[src/rtl/cpu_pkg.sv]
// rtl/cpu_pkg.sv - shared opcodes and hazard FSM state type for the core pipeline
package cpu_pkg;

    localparam logic [3:0] OP_LW  = 4'b1000;
    localparam logic [3:0] OP_HLT = 4'b1111;

    typedef enum logic [2:0] {
        RUN      = 3'd0,
        BUBBLE   = 3'd1,
        MEM_WAIT = 3'd2,
        DRAIN    = 3'd3,
        HALT     = 3'd4
    } hazard_state_t;

endpackage

[src/rtl/hazard_ctrl_if.sv]
// rtl/hazard_ctrl_if.sv - ID/EX status in, pipeline stall/flush controls out
interface hazard_ctrl_if #(
    parameter int STALL_CNT_W = 16
);
    logic [3:0]             id_opcode;
    logic [3:0]             id_rs_addr;
    logic [3:0]             id_rt_addr;
    logic                   id_uses_rs;
    logic                   id_uses_rt;
    logic [3:0]             ex_opcode;
    logic [3:0]             ex_rd_addr;
    logic                   ex_WriteReg;
    logic                   ex_branch_taken;
    logic                   mem_busy;
    logic                   pc_stall_n;
    logic                   if_id_stall_n;
    logic                   if_id_flush;
    logic                   id_ex_stall_n;
    logic                   id_ex_flush;
    logic                   ex_mem_stall_n;
    logic                   halted;
    logic [STALL_CNT_W-1:0] stall_count;

    modport master (
        output id_opcode, id_rs_addr, id_rt_addr, id_uses_rs, id_uses_rt,
               ex_opcode, ex_rd_addr, ex_WriteReg, ex_branch_taken, mem_busy,
        input  pc_stall_n, if_id_stall_n, if_id_flush, id_ex_stall_n,
               id_ex_flush, ex_mem_stall_n, halted, stall_count
    );

    modport slave (
        input  id_opcode, id_rs_addr, id_rt_addr, id_uses_rs, id_uses_rt,
               ex_opcode, ex_rd_addr, ex_WriteReg, ex_branch_taken, mem_busy,
        output pc_stall_n, if_id_stall_n, if_id_flush, id_ex_stall_n,
               id_ex_flush, ex_mem_stall_n, halted, stall_count
    );
endinterface

[src/rtl/load_use_detect.sv]
// rtl/load_use_detect.sv - flags an ID source register produced by a load still in EX
module load_use_detect
    import cpu_pkg::*;
(
    input  logic [3:0] ex_opcode_i,
    input  logic [3:0] ex_rd_addr_i,
    input  logic       ex_write_reg_i,
    input  logic [3:0] id_rs_addr_i,
    input  logic [3:0] id_rt_addr_i,
    input  logic       id_uses_rs_i,
    input  logic       id_uses_rt_i,
    output logic       hazard_o
);
    logic ex_is_load;
    logic rs_match;
    logic rt_match;

    // r0 is hardwired to zero, so a load targeting it never creates a dependency
    assign ex_is_load = (ex_opcode_i == OP_LW) && ex_write_reg_i && (ex_rd_addr_i != 4'd0);
    assign rs_match   = id_uses_rs_i && (id_rs_addr_i == ex_rd_addr_i);
    assign rt_match   = id_uses_rt_i && (id_rt_addr_i == ex_rd_addr_i);
    assign hazard_o   = ex_is_load && (rs_match || rt_match);
endmodule

[src/rtl/hazard_ctrl.sv]
// rtl/hazard_ctrl.sv - pipeline stall/flush FSM with memory freeze, halt drain and stall counter
module hazard_ctrl
    import cpu_pkg::*;
#(
    parameter int LOAD_USE_BUBBLES = 1,
    parameter int STALL_CNT_W      = 16
) (
    input  logic         clk,
    input  logic         rst_n,
    hazard_ctrl_if.slave bus
);
    localparam logic [1:0] BUB_INIT = 2'(LOAD_USE_BUBBLES - 1);

    hazard_state_t          state_q, state_d;
    hazard_state_t          saved_q, saved_d;
    hazard_state_t          eff_state;
    logic [1:0]             bub_q, bub_d;
    logic [1:0]             drain_q, drain_d;
    logic [STALL_CNT_W-1:0] cnt_q;
    logic                   hazard;
    logic                   unused_id_opcode;

    assign unused_id_opcode = ^bus.id_opcode;

    load_use_detect u_lud (
        .ex_opcode_i    (bus.ex_opcode),
        .ex_rd_addr_i   (bus.ex_rd_addr),
        .ex_write_reg_i (bus.ex_WriteReg),
        .id_rs_addr_i   (bus.id_rs_addr),
        .id_rt_addr_i   (bus.id_rt_addr),
        .id_uses_rs_i   (bus.id_uses_rs),
        .id_uses_rt_i   (bus.id_uses_rt),
        .hazard_o       (hazard)
    );

    // Counters are frozen during MEM_WAIT, so only the interrupted state needs saving
    assign eff_state = (state_q == MEM_WAIT) ? saved_q : state_q;

    always_ff @(posedge clk or negedge rst_n) begin
        if (!rst_n) begin
            state_q <= RUN;
            saved_q <= RUN;
            bub_q   <= 2'd0;
            drain_q <= 2'd0;
        end else begin
            state_q <= state_d;
            saved_q <= saved_d;
            bub_q   <= bub_d;
            drain_q <= drain_d;
        end
    end

    always_comb begin
        state_d = state_q;
        saved_d = saved_q;
        bub_d   = bub_q;
        drain_d = drain_q;
        if (state_q != HALT) begin
            if (bus.mem_busy) begin
                state_d = MEM_WAIT;
                saved_d = eff_state;
            end else begin
                state_d = eff_state;
                case (eff_state)
                    RUN: begin
                        if (bus.ex_branch_taken) begin
                            state_d = RUN;
                        end else if (hazard) begin
                            if (LOAD_USE_BUBBLES > 1) begin
                                state_d = BUBBLE;
                                bub_d   = BUB_INIT;
                            end
                        end else if (bus.ex_opcode == OP_HLT) begin
                            state_d = DRAIN;
                            drain_d = 2'd2;
                        end
                    end
                    BUBBLE: begin
                        bub_d = bub_q - 2'd1;
                        if (bub_q == 2'd1) state_d = RUN;
                    end
                    DRAIN: begin
                        drain_d = drain_q - 2'd1;
                        if (drain_q == 2'd1) state_d = HALT;
                    end
                    default: state_d = RUN;
                endcase
            end
        end
    end

    always_comb begin
        bus.pc_stall_n     = 1'b1;
        bus.if_id_stall_n  = 1'b1;
        bus.if_id_flush    = 1'b0;
        bus.id_ex_stall_n  = 1'b1;
        bus.id_ex_flush    = 1'b0;
        bus.ex_mem_stall_n = 1'b1;
        bus.halted         = (state_q == HALT);
        if (state_q == HALT || bus.mem_busy) begin
            bus.pc_stall_n     = 1'b0;
            bus.if_id_stall_n  = 1'b0;
            bus.id_ex_stall_n  = 1'b0;
            bus.ex_mem_stall_n = 1'b0;
        end else begin
            case (eff_state)
                RUN: begin
                    if (bus.ex_branch_taken) begin
                        bus.if_id_flush = 1'b1;
                        bus.id_ex_flush = 1'b1;
                    end else if (hazard) begin
                        bus.pc_stall_n    = 1'b0;
                        bus.if_id_stall_n = 1'b0;
                        bus.id_ex_flush   = 1'b1;
                    end else if (bus.ex_opcode == OP_HLT) begin
                        bus.pc_stall_n  = 1'b0;
                        bus.if_id_flush = 1'b1;
                        bus.id_ex_flush = 1'b1;
                    end
                end
                BUBBLE: begin
                    bus.pc_stall_n    = 1'b0;
                    bus.if_id_stall_n = 1'b0;
                    bus.id_ex_flush   = 1'b1;
                end
                DRAIN: begin
                    bus.pc_stall_n  = 1'b0;
                    bus.if_id_flush = 1'b1;
                    bus.id_ex_flush = 1'b1;
                end
                default: ;
            endcase
        end
    end

    always_ff @(posedge clk or negedge rst_n) begin
        if (!rst_n) begin
            cnt_q <= '0;
        end else if (!bus.pc_stall_n && state_q != HALT && cnt_q != '1) begin
            cnt_q <= cnt_q + 1'b1;
        end
    end

    assign bus.stall_count = cnt_q;
endmodule

[src/flat_wrapper.sv]
// flat-port wrapper written by rule: the top's interface ports become plain ports
module hazard_ctrl_flat import cpu_pkg::*;
#(
    parameter int LOAD_USE_BUBBLES = 1,
    parameter int STALL_CNT_W      = 16
)
  (clk, rst_n, bus_id_opcode, bus_id_rs_addr, bus_id_rt_addr, bus_id_uses_rs, bus_id_uses_rt, bus_ex_opcode, bus_ex_rd_addr, bus_ex_WriteReg, bus_ex_branch_taken, bus_mem_busy, bus_pc_stall_n, bus_if_id_stall_n, bus_if_id_flush, bus_id_ex_stall_n, bus_id_ex_flush, bus_ex_mem_stall_n, bus_halted, bus_stall_count);
  hazard_ctrl_if #(.STALL_CNT_W(STALL_CNT_W)) bus_i ();
  input  logic clk;
  input  logic rst_n;
  input wire logic [$bits(bus_i.id_opcode)-1:0] bus_id_opcode;
  input wire logic [$bits(bus_i.id_rs_addr)-1:0] bus_id_rs_addr;
  input wire logic [$bits(bus_i.id_rt_addr)-1:0] bus_id_rt_addr;
  input wire logic [$bits(bus_i.id_uses_rs)-1:0] bus_id_uses_rs;
  input wire logic [$bits(bus_i.id_uses_rt)-1:0] bus_id_uses_rt;
  input wire logic [$bits(bus_i.ex_opcode)-1:0] bus_ex_opcode;
  input wire logic [$bits(bus_i.ex_rd_addr)-1:0] bus_ex_rd_addr;
  input wire logic [$bits(bus_i.ex_WriteReg)-1:0] bus_ex_WriteReg;
  input wire logic [$bits(bus_i.ex_branch_taken)-1:0] bus_ex_branch_taken;
  input wire logic [$bits(bus_i.mem_busy)-1:0] bus_mem_busy;
  output wire logic [$bits(bus_i.pc_stall_n)-1:0] bus_pc_stall_n;
  output wire logic [$bits(bus_i.if_id_stall_n)-1:0] bus_if_id_stall_n;
  output wire logic [$bits(bus_i.if_id_flush)-1:0] bus_if_id_flush;
  output wire logic [$bits(bus_i.id_ex_stall_n)-1:0] bus_id_ex_stall_n;
  output wire logic [$bits(bus_i.id_ex_flush)-1:0] bus_id_ex_flush;
  output wire logic [$bits(bus_i.ex_mem_stall_n)-1:0] bus_ex_mem_stall_n;
  output wire logic [$bits(bus_i.halted)-1:0] bus_halted;
  output wire logic [$bits(bus_i.stall_count)-1:0] bus_stall_count;
  assign bus_i.id_opcode = bus_id_opcode;
  assign bus_i.id_rs_addr = bus_id_rs_addr;
  assign bus_i.id_rt_addr = bus_id_rt_addr;
  assign bus_i.id_uses_rs = bus_id_uses_rs;
  assign bus_i.id_uses_rt = bus_id_uses_rt;
  assign bus_i.ex_opcode = bus_ex_opcode;
  assign bus_i.ex_rd_addr = bus_ex_rd_addr;
  assign bus_i.ex_WriteReg = bus_ex_WriteReg;
  assign bus_i.ex_branch_taken = bus_ex_branch_taken;
  assign bus_i.mem_busy = bus_mem_busy;
  assign bus_pc_stall_n = bus_i.pc_stall_n;
  assign bus_if_id_stall_n = bus_i.if_id_stall_n;
  assign bus_if_id_flush = bus_i.if_id_flush;
  assign bus_id_ex_stall_n = bus_i.id_ex_stall_n;
  assign bus_id_ex_flush = bus_i.id_ex_flush;
  assign bus_ex_mem_stall_n = bus_i.ex_mem_stall_n;
  assign bus_halted = bus_i.halted;
  assign bus_stall_count = bus_i.stall_count;
  hazard_ctrl #(.LOAD_USE_BUBBLES(LOAD_USE_BUBBLES), .STALL_CNT_W(STALL_CNT_W)) u_core (.clk(clk), .rst_n(rst_n), .bus(bus_i));
endmodule
[config.mk]
export PLATFORM = sky130hd
export DESIGN_NAME = hazard_ctrl_flat
export DESIGN_NICKNAME = d
export VERILOG_FILES = /design/src/rtl/cpu_pkg.sv /design/src/rtl/hazard_ctrl_if.sv /design/src/rtl/load_use_detect.sv /design/src/rtl/hazard_ctrl.sv /design/src/flat_wrapper.sv
export SDC_FILE = /design/constraint.sdc
export NUM_CORES = 1
export LEC_CHECK = 0
export BUFFER_PORTS_ARGS = -buffer_cell sky130_fd_sc_hd__clkbuf_2
export CELL_PAD_IN_SITES_DETAIL_PLACEMENT = 0
export CELL_PAD_IN_SITES_GLOBAL_PLACEMENT = 1
export CORE_ASPECT_RATIO = 0.75
export CORE_MARGIN = 5
export CORE_UTILIZATION = 42
export CTS_BUF_LIST = sky130_fd_sc_hd__clkbuf_16
export DETAILED_ROUTE_END_ITERATION = 8
export GPL_ROUTABILITY_DRIVEN = 0
export MAX_ROUTING_LAYER = met4
export PLACE_DENSITY = 0.82
export SYNTH_ARGS = -nofsm -noshare
export SYNTH_HDL_FRONTEND = slang
export SYNTH_SLANG_ARGS = --single-unit
export TNS_END_PERCENT = 50
[constraint.sdc]
create_clock -name clk -period 4.37 [get_ports clk]
set_input_delay 0.2185 -clock clk [delete_from_list [all_inputs] [get_ports clk]]
set_output_delay 0.2185 -clock clk [all_outputs]
set_load 0.005 [all_outputs]
Yosys cells after proc, flatten, opt, wreduce, memory -nomap -nowiden --
Index checks and enable logic that the tools add are counted.
Storage, ports and cells: output and inout port bits 23, register bits after elaboration 26, logic and storage cells 72, input port bits 27, memory bits (read-only) 0, memory bits (writable) 0, bits in latches 0, memories kept 0
Cells by class: $mul 0, bitwise logic cells 1, eq/ne operators 15, mux-type cells 31, div/mod/pow operators 0, reductions and logical operators 17, order comparisons 0, shifts and indexed selects 0, add/sub/neg operators 3
Operator list (count):
- 3-bit two-way mux | 7
- 16-bit by 1-bit adder with 16-bit output, second input constant | 1
- 16-bit != test, second input constant | 1
- 1-bit two-way mux | 15
- 3-bit one-hot mux with 3 select lines | 1
- 4-bit equality test | 2
- 4-bit equality test, second input constant | 2
- 1-bit one-hot mux with 2 select lines | 4
- 1-bit logical AND | 7
- 3-bit by 2-bit equality test with 1-bit output, second input constant | 2
- 2-bit two-way mux | 3
- 6-bit AND reduction | 1
- 2-bit by 1-bit equality test with 1-bit output, second input constant | 2
- 2-bit != test, second input constant | 2
- 2-bit one-hot mux with 2 select lines | 1
- 4-bit nonzero test | 1
- 2-bit by 1-bit subtractor with 2-bit output, second input constant | 2
- 3-bit by 1-bit equality test with 1-bit output, second input constant | 1
- 3-bit equality test, second input constant | 1
- 3-bit zero test | 1
- 3-bit != test, second input constant | 1
- 3-bit AND reduction | 1
- 1-bit logical OR | 2
- 2-bit by 1-bit != test with 1-bit output, second input constant | 1
- other kinds (5) | 5

Longest topological paths before layout --
depth in word-level cells 11, mapped depth 7, gate-level depth less buffers 6

Cells and area by module --
Synthesis repeated with hierarchy kept, for this count alone.
Unflattened totals: cell total of the unflattened synthesis 174, area, all modules 1642.8 µm²
By module, submodules not included:
- hazard_ctrl | area an instance 1526.5 µm², instances 1, cells an instance 158, seq. area each 650.6 µm²
- load_use_detect | area an instance 116.4 µm², instances 1, cells an instance 16, seq. area each 0.0 µm²

Least setup slack after synthesis --
No wires, ideal clock.
path kind register to register, from reg u_core.state_q[0], to reg u_core.cnt_q[12] (netlist: u_core.bus.stall_count[12]), clock period less this slack 1.887 ns, setup time 0.128 ns, stages on the path, launching flop included 7, data required time 4.242 ns, arrival 1.760 ns, path buffers 1, slack 2.483 ns, cell sequence dfrtp_1 nor3_1 nor2_1 o311a_4 buf_6 a211oi_2 mux2_1
On the way: cells in the longest elaborated chain, start to end 9, elaborated cells between the ends (all ways) 14, those cells by class eq/ne: 5; mux: 3; reduce/logical: 6
RTL lines:
- from (decl) | line hazard_ctrl.sv:14 | hazard_state_t state_q, state_d;
- from (signal assigned) | line hazard_ctrl.sv:46 | state_q <= state_d;
- 3-bit by 2-bit equality test with 1-bit output | line hazard_ctrl.sv:37 | assign eff_state = (state_q == MEM_WAIT) ? saved_q : state_q;
- 3-bit two-way mux | line hazard_ctrl.sv:37
- 3-bit by 1-bit equality test with 1-bit output / 3-bit by 2-bit equality test with 1-bit output (equally long branches) | line hazard_ctrl.sv:106 | case (eff_state)
- 2-bit OR reduction (no source line)
- 1-bit one-hot mux with 2 select lines | line hazard_ctrl.sv:106
- 1-bit two-way mux | line hazard_ctrl.sv:100 | if (state_q == HALT || bus.mem_busy) begin
- 1-bit zero test | line hazard_ctrl.sv:139 | end else if (!bus.pc_stall_n && state_q != HALT && cnt_q != '1) begin
- 1-bit logical AND * (2 in a row) | line hazard_ctrl.sv:139
- to (signal assigned) | line hazard_ctrl.sv:140 | cnt_q <= cnt_q + 1'b1;
- to (decl) | line hazard_ctrl.sv:19 | logic [STALL_CNT_W-1:0] cnt_q;
Every way passes the cells marked *; elsewhere a longest branch is shown, timed or not. A chain may end at the register's enable or synchronous reset.

Final worst setup path --
from reg u_core.state_q[0], to out bus_if_id_stall_n
On the way: cells in the longest elaborated chain, start to end 5, elaborated cells between the ends (all ways) 8, those cells by class eq/ne: 3; mux: 3; reduce/logical: 2
RTL lines:
- 3-bit by 2-bit equality test with 1-bit output | line hazard_ctrl.sv:37
- 3-bit two-way mux | line hazard_ctrl.sv:37
- 3-bit by 1-bit equality test with 1-bit output / 3-bit zero test (equally long branches) | line hazard_ctrl.sv:106
- 1-bit one-hot mux with 2 select lines | line hazard_ctrl.sv:106
- 1-bit two-way mux * | line hazard_ctrl.sv:100
- to (decl) | line flat_wrapper.sv:22 | output wire logic [$bits(bus_i.if_id_stall_n)-1:0] bus_if_id_stall_n;
Marks and branches as above.

==> flow_summary.toml <==
[timing]
worst_pin_slew_ns = 0.674
finalHoldWorstSlack_ns = -0.0204
setup-tns-final_ns = 0
final-max-slew-violation-count = 0
min_period_over_period_pct = 48.7
slew_headroom_pct = 54.9
max_freq_mhz = 470
setup_viol = 0
rsz0062_at_grt = "false"
fin_crit_ns = 2.13
hold_viol = 26
finalClockSkew_ns = 0.00642

[routing]
wirelength_mm = 3.52
drt-initial-drc-count = 51
wire_per_inst_um = 12.9
antenna_violating_nets_post_route = 0
viasPerCell = 5.04
drc = 0
vias = 1371
dr.pass1.iters = 4

[power_and_ir_drop]
p_seq_share_pct = 40.1
p_clk_share_pct = 26.2
swShare_pct = 35.2
powerDensity_nw_per_um2 = 487
vdd_drop_max_uv = 277
p_int_mw = 0.662
leakage_nw = 0.934
p_total_mw = 1.02
switching_power_mw = 0.360
power.share.combinational_pct = 33.7

[grt]
antenna_found_initial = 0
grt_pass1_vias = 1335
grt_first_pass_wirelength_mm = 6.22
grt_max_degree = 27
grt-ovfl-total = 0
grt_usage_pct = 13.9

[logic_synthesis]
synth_area_leaders = "dfrtp_1, xor2_1, a211oi_2"
async_reset_ff_share_pct = 100
synth-edff-count = 0
netlist_area_um2 = 1740
synth_compound_area_share_pct = 22.2
yosysWarningCount = 0
synth.mux.area_fraction_pct = 2.81
synth_flop_cell = "dfrtp_1"
syn_avg_cell_area_um2 = 10.1
synth_xor_area_share_pct = 11.1
synth_top_family_by_area = "compound AO/OA/AOI/OAI gates"
yosysSeqAreaShare_pct = 37.4
syn_nets = 203
synth_top_area_share_pct = 37.4
synthCells = 173
ys_ff_latch = 26
synth_fa_ha_area_share_pct = 2.16
synth-simple-area-share_pct = 19.4
yosysUniqueCellTypes = 42
synth_top_area_cell = "dfrtp_1"

[clock_tree]
cts_root_buf = "clkbuf_16"
cts_htree_levels = 1
cts.sinks = 26
clkLatencyLatePin_ns = 0.26
postCtsHoldBufs = 0
cts_buffers = 3
cts_setup_buffers = 0
cts_resized = 0
clk_pin_slew_ns = 0.06
cts.path.max_buffers = 2
cts_tree = "built"

[critical_path]
crit_path_max_fanout = 16
rr_worst_depth = 6
r2r-start = "u_core.saved_q[2]"
start_kind = "flop"
worst-setup-path-type = "reg -> out"
critical_path_arrival_ns = 1.91
cp.required_ns = 4.15
crit_start = "u_core.state_q[0]"
critPathCaptureType = "output pin"

[floorplan]
rows = 20
pin_count = 50
fp.coreArea_um2 = 4030
die_w_um = 84.3
initial_utilization_pct = 43.2
dieArea_um2 = 5540
die_height_um = 65.7

[place]
port_buffers = 45
dp.final_hpwl_mm = 2.71
dp_cells = 268

[run_status]
status = "complete, but fails checks"
failed_checks = "hold timing"

[cells_and_area]
multi_input_area_um2 = 1000
fillers = 370
fin_util_pct = 52.1
final_cells = 272
layout.nets = 248
drive_gt1_share_pct = 34.6
ff_latch_area_um2 = 651
final_common_cell = "clkbuf_2"
n_antenna_cell = 0
areaGrowthSynthToFinish_pct = 20.7
final_cell_mix = "clkbuf_2, dfrtp_1, xor2_1, nand2_1"

[run]
drv_cap = 0

[min_path]
hp-class = "in -> async"
## registers in the layout, summed over array words and instances (netlist names)
register and cells:
u_core.state_q 3, u_core.bub_q 2, u_core.saved_q 3, u_core.drain_q 2, u_core.bus.stall_count 16
## power by group through the flow
| stage | combinational, mW | clock [mW] | sequential, mW |
|---|---|---|---|
| floorplan | 0.227 | 0 | 0.404 |
| global placement | 0.344 | 0 | 0.414 |
| detailed placement | 0.349 | 0 | 0.414 |
| CTS | 0.351 | 0.272 | 0.411 |
| global route | 0.393 | 0.284 | 0.427 |
| finish | 0.344 | 0.268 | 0.410 |
## layer usage
layer | vias to the layer above | share of wire [%] | wire [µm] | GRT usage [%]
met4 | 0 | 0 | 0 | 1.20
met1 | 649 | 52 | 1840 | 19.1
met5 | - | 0 | 0 | -
li1 | 700 | - | - | -
met3 | 0 | 3.6 | 127 | 3.51
met2 | 22 | 44 | 1550 | 21.6
## synthesized netlist by cell type (2+ instances only)
master     count
a211oi_1       3
o21a_1         2
mux2_1         3
a211oi_2       7
nand2_1       18
buf_6          2
xnor2_1        3
o21ai_0        5
nand2b_1       2
dfrtp_1       26
nor2_1        11
nor3_1         3
inv_1         12
a2111oi_2      4
nor4_2         3
or2_2          2
ha_1           3
nand4_1        2
or2_1          2
nand3b_1       3
xor2_1        19
a21oi_1       12
nand3_1        7
## worst max-delay path, cell delays in order, from the launching register on
cell and delay (ns):
dfrtp_1 0.43, nor3_1 0.20, nor2_1 0.09, nor3_2 0.22
o211ai_4 0.29, and3_1 0.30, clkbuf_2 0.11
## cell type report
cell class | instances | area share [%]
clock buffers | 3 | 3.58
clock inverters | 1 | 1.43
inverters | 13 | 2.32
multi-input cells | 129 | 47.7
flip-flops and latches | 26 | 31.0
well taps | 55 | 3.28
repair buffers | 45 | 10.7
## worst paths after layout
kind,endpoint,slack (ns)
max,bus_if_id_stall_n,2.24
min,u_core.saved_q[0],-0.02
max reg2reg,u_core.bus.stall_count[14],2.30
min reg2reg,u_core.drain_q[0],0.48
max in group asynchronous,u_core.bub_q[1],3.96
min in group clk,u_core.state_q[0],0.23
## metrics by stage
stage               area, µm²  setup slack (ns)
global placement         1990              2.26
finish                   2100              2.24
global route             2100              2.06
floorplan                1740              2.48
CTS                      2100              2.22
detailed placement       1990              2.27
## cells by family after synthesis
logic type               after synthesis
buffers and inverters                 18
AND/OR/NAND/NOR                       60
flip-flops                            26
multiplexers                           4
XOR/XNOR                              22
AO/OA/AOI/OAI                         40
adder cells (fa/ha/maj)                3
Note: power is estimated with default switching activity, not from simulation.
